$ cat src/rtl/stereo_out_scheduler.sv
// Paces stereo playback: pops the L/R FIFOs together once per sample tick
// and streams the pair out as interleaved L,R beats on a valid/ready port.
module stereo_out_scheduler #(
    parameter int DATA_SIZE = 32,
    parameter int PERIOD    = 8,
    parameter int UCNT_W    = 16
) (
    input  logic                 clock,
    input  logic                 reset,
    input  logic                 enable,
    input  logic [DATA_SIZE-1:0] left_audio_dout,
    input  logic                 left_audio_empty,
    output logic                 left_audio_rd_en,
    input  logic [DATA_SIZE-1:0] right_audio_dout,
    input  logic                 right_audio_empty,
    output logic                 right_audio_rd_en,
    output logic [DATA_SIZE-1:0] out_data,
    output logic                 out_is_right,
    output logic                 out_valid,
    input  logic                 out_ready,
    output logic [UCNT_W-1:0]    underrun_count,
    output logic [UCNT_W-1:0]    slip_count,
    output logic                 busy
);

    localparam int TW = $clog2(PERIOD);

    typedef enum logic [1:0] {
        S_IDLE,
        S_WAIT,
        S_SEND_L,
        S_SEND_R
    } state_t;

    state_t                r_state;
    logic [TW-1:0]         r_tick_cnt;
    logic [DATA_SIZE-1:0]  r_left;
    logic [DATA_SIZE-1:0]  r_right;
    logic [UCNT_W-1:0]     r_underrun;
    logic [UCNT_W-1:0]     r_slip;

    logic w_tick;
    logic w_fetch;
    logic w_sending;

    assign w_tick    = (r_state != S_IDLE) && (r_tick_cnt == TW'(PERIOD - 1));
    assign w_fetch   = (r_state == S_WAIT) && enable && w_tick
                       && !left_audio_empty && !right_audio_empty;
    assign w_sending = (r_state == S_SEND_L) || (r_state == S_SEND_R);

    // Pops are combinational so the FWFT head is latched on the same edge.
    assign left_audio_rd_en  = w_fetch;
    assign right_audio_rd_en = w_fetch;

    assign out_valid      = w_sending;
    assign out_is_right   = (r_state == S_SEND_R);
    assign out_data       = (r_state == S_SEND_R) ? r_right : r_left;
    assign underrun_count = r_underrun;
    assign slip_count     = r_slip;
    assign busy           = (r_state != S_IDLE);

    always_ff @(posedge clock or negedge reset) begin
        if (!reset) begin
            r_state    <= S_IDLE;
            r_tick_cnt <= '0;
            r_left     <= '0;
            r_right    <= '0;
            r_underrun <= '0;
            r_slip     <= '0;
        end else begin
            if (r_state == S_IDLE || w_tick) begin
                r_tick_cnt <= '0;
            end else begin
                r_tick_cnt <= r_tick_cnt + 1'b1;
            end

            // A tick landing while a pair is still draining is lost.
            if (w_sending && w_tick && r_slip != '1) begin
                r_slip <= r_slip + 1'b1;
            end

            unique case (r_state)
                S_IDLE: begin
                    if (enable) r_state <= S_WAIT;
                end
                S_WAIT: begin
                    if (!enable) begin
                        r_state <= S_IDLE;
                    end else if (w_fetch) begin
                        r_left  <= left_audio_dout;
                        r_right <= right_audio_dout;
                        r_state <= S_SEND_L;
                    end else if (w_tick && r_underrun != '1) begin
                        r_underrun <= r_underrun + 1'b1;
                    end
                end
                S_SEND_L: begin
                    if (out_ready) r_state <= S_SEND_R;
                end
                S_SEND_R: begin
                    if (out_ready) r_state <= enable ? S_WAIT : S_IDLE;
                end
            endcase
        end
    end

endmodule
$ cat config.mk
export PLATFORM = sky130hd
export DESIGN_NAME = stereo_out_scheduler
export DESIGN_NICKNAME = d
export VERILOG_FILES = /design/src/rtl/stereo_out_scheduler.sv
export SDC_FILE = /design/constraint.sdc
export NUM_CORES = 1
export LEC_CHECK = 0
export ABC_AREA = 1
export CORE_MARGIN = 2
export CORE_UTILIZATION = 42
export CTS_CLUSTER_SIZE = 40
export DETAILED_ROUTE_END_ITERATION = 16
export PLACE_DENSITY = 0.71
export SLEW_MARGIN = 20
export SYNTH_ARGS = -nofsm -noshare
export SYNTH_HDL_FRONTEND = slang
export SYNTH_SLANG_ARGS = --single-unit
$ cat constraint.sdc
create_clock -name clock -period 2.2 [get_ports clock]
set_clock_uncertainty 0.15 [all_clocks]
set_input_delay 0.33 -clock clock [delete_from_list [all_inputs] [get_ports clock]]
set_output_delay 0.33 -clock clock [all_outputs]
set_load 0.02 [all_outputs]
==> impl_results.md <==
* Status: finished clean
* P&R area growth vs syn at 35.4%
* Drt wl/cell at 12.8 µm
* Post-synth top flop: dfrtp_1
* Core footprint at 11900 µm²
* Largest net degree at the start of global routing at 66
* RR Startpoint: r_tick_cnt[0]
* Minimum hold slack at 0.242 ns
* Synth Area per Inst at approximately 7.2 µm²
* R2r worst-path depth at 7
* Worst R2R Setup Slack at approximately 0.25 ns
* Most frequent cells in the layout: nand2_1, dfrtp_1, clkdlybuf4s50_1
* Commonest non-fill, non-tap cell in the layout: nand2_1
* DRT iter0 DRCs at around 290
* First-pass GRT wire length at around 21000 µm
* CP endpoint kind: output port
* Clock tree buffer depth at 2
* Distinct cells, synth at 24
* Clock latency on the worst-skew pair at 0.35 ns
* Slew headroom at 0.575
* Lkg Pwr at 3.51 nW
* Root buf cell: clkbuf_16
* Number of fill cells at 1125
* Via density at between 4 and 5
* Die area at 13000 µm²
* Multi-input gate area at 2280 µm²
* Pre-CTS setup slack at -0.222 ns
* RSZ-0062 raised after global routing: no
* GR Util met2 at 0.320
* Busiest layer in global routing: met2
* Leading post-synthesis cells by cell area: dfrtp_1, nand2_1, nor2_1
* DRT Wirelength at roughly 13000 µm
* I/O Pins at 139
* Register Area at 2530 µm²
* GRT overflow at 0
* R2r endpoint: r_left[27]
* Gr usage total at 0.201
* Yosys reg bits at ~100
* Crit path arrival time at 1.65 ns
* Die height at roughly 110 µm
* Area leader, netlist: dfrtp_1
* Number of global-route vias before repair at 4579
* Fin nets at slightly above 900
* Fmax at about 470 MHz
* DRC Markers at 0
* Fin. max-slew vios at 0
* Syn_nets at 777
* Final setup viols at 0
* Async SR Flop Fraction at 1.00
* CP Launch Point: r_state[0]
* Rows at 40
* GRT met1 Usage at 0.275
* Synth top area share at 0.498
* Max IR drop VDD at roughly 310 µV
* Setup CP Type: flop to output port
* Hpwl dp at 9010 µm
* Crit-path max FO at 33
* Worst-path clk slew at 0.07 ns
* Cell Pwr Density at approximately 570 nW/µm²
* Total chip power at between 0.003 and 0.004 W
* Min setup slack post-route at 0.0703 ns
* Yosys warning count at 0
* Fraction of the yosys area taken by sequential cells at 0.498
* Fraction of layout cells with a size suffix above 1 at 0.0744
* Critical Path Start Type: flop
* Routed via count at 4790
* Post-CTS Setup Bufs at 0
* Fin. Hold Viols at 0
* Post-route core utilization at 0.577
* Post-Syn Area at a little over 5000 µm²
* Least-Margin Pin Slew at 0.637 ns
* Gpl congestion at 0.851
* Initial antenna violation count at 0
* Final period util at 0.968
* Post-layout min period at 2.13 ns
* CP Data Required Time at 1.72 ns
* H-tree level count at 3
* CTS tree: done
* Clock net sink count at 101
* Drt first pass iters at 4
* Number of synthesized flops with an enable pin at 0
* Starting density of the core at 0.426
* Met3 Track Usage GR at 0.0430
* Antenna diodes at 0
* HP Class: primary input to async pin
* Cells after Synth at about 700
* Num CTS Buffers at 9
* Post-DRT Antenna Nets at 0
* Die Wd at 114 µm
* # port buffers at 138
* Max-cap viol count at 0
==> power by group <==
| part | internal (W) | switching (W) | leakage, nW | total (W) |
|---|---|---|---|---|
| Combinational | 0.000214 | 0.000202 | 1.96 | 0.000416 |
| Clock | 0.000819 | 0.000734 | 0.144 | 0.00155 |
| Sequential | 0.00191 | 0.0000380 | 1.41 | 0.00195 |
==> cell usage after synthesis, types with 4 or more instances <==
master and n:
nand2_1 431, dfrtp_1 101, nor2_1 37, inv_1 29
nand3_1 15, o21ai_0 15, buf_2 12, nand4_1 12
xnor2_1 10, buf_6 6, clkbuf_1 5, ha_1 4
nor2_2 4, o21ai_1 4
==> state kept, by name, indices dropped and copies added, names as in the netlist, named ones only <==
name            cells
r_left             32
underrun_count     16
r_state             1
r_tick_cnt          3
r_right            32
slip_count         16
==> cells by family after synthesis <==
logic type	count (synthesis)	share of synthesized area
AO/OA/AOI/OAI	20	0.0197
adder cells (fa/ha/maj)	4	0.00986
XOR/XNOR	12	0.0207
AND/OR/NAND/NOR	508	0.395
buffers and inverters	58	0.0570
flip-flops	101	0.498
==> critical path, cell delays in order, from the launching register on <==
cell	delay [ns]
dfrtp_1	0.40
nand2_1	0.13
inv_1	0.12
buf_12	0.20
nand2_1	0.07
nand2_1	0.07
clkdlybuf4s15_1	0.31
==> metal layers <==
metal / part of all wire / wire length, µm
met5: 0 / 0
met4: 0.017 / 217
met3: 0.061 / 775
met2: 0.46 / 5880
met1: 0.46 / 5860
==> how the worst max path moves through the flow <==
stage / endpoint / slack (ns) / depth (start not counted)
global route: out_data[26] / 0.003 / 6
floorplan: right_audio_rd_en / 0.19 / 7
finish: out_data[3] / 0.07 / 6
CTS: out_data[20] / 0.009 / 6
detailed placement: right_audio_rd_en / -0.22 / 7
global placement: right_audio_rd_en / -0.20 / 7
==> layout make-up <==
| class | instances | share of cell area |
|---|---|---|
| flip-flops and latches | 101 | 0.368 |
| multi-input cells | 544 | 0.332 |
| repair buffers | 154 | 0.214 |
| clock buffers | 10 | 0.0348 |
| well taps | 147 | 0.0268 |
| inverters | 32 | 0.0175 |
| clock inverters | 6 | 0.00765 |
==> repair_timing <==
item,CTS,global route
resized for setup,44,51
hold endpoints to repair,20,0
hold buffers,1,0
endpoints found under the setup margin,36,105
==> metrics by stage <==
stage | instances | TNS [ns] | instance area, µm²
floorplan | 703 | 0 | 5070
global placement | 977 | -3.08 | 6630
detailed placement | 977 | -6.60 | 6630
CTS | 994 | 0 | 6880
global route | 994 | 0 | 6870
finish | 994 | 0 | 6870
Note: power is estimated with default switching activity, not from simulation.
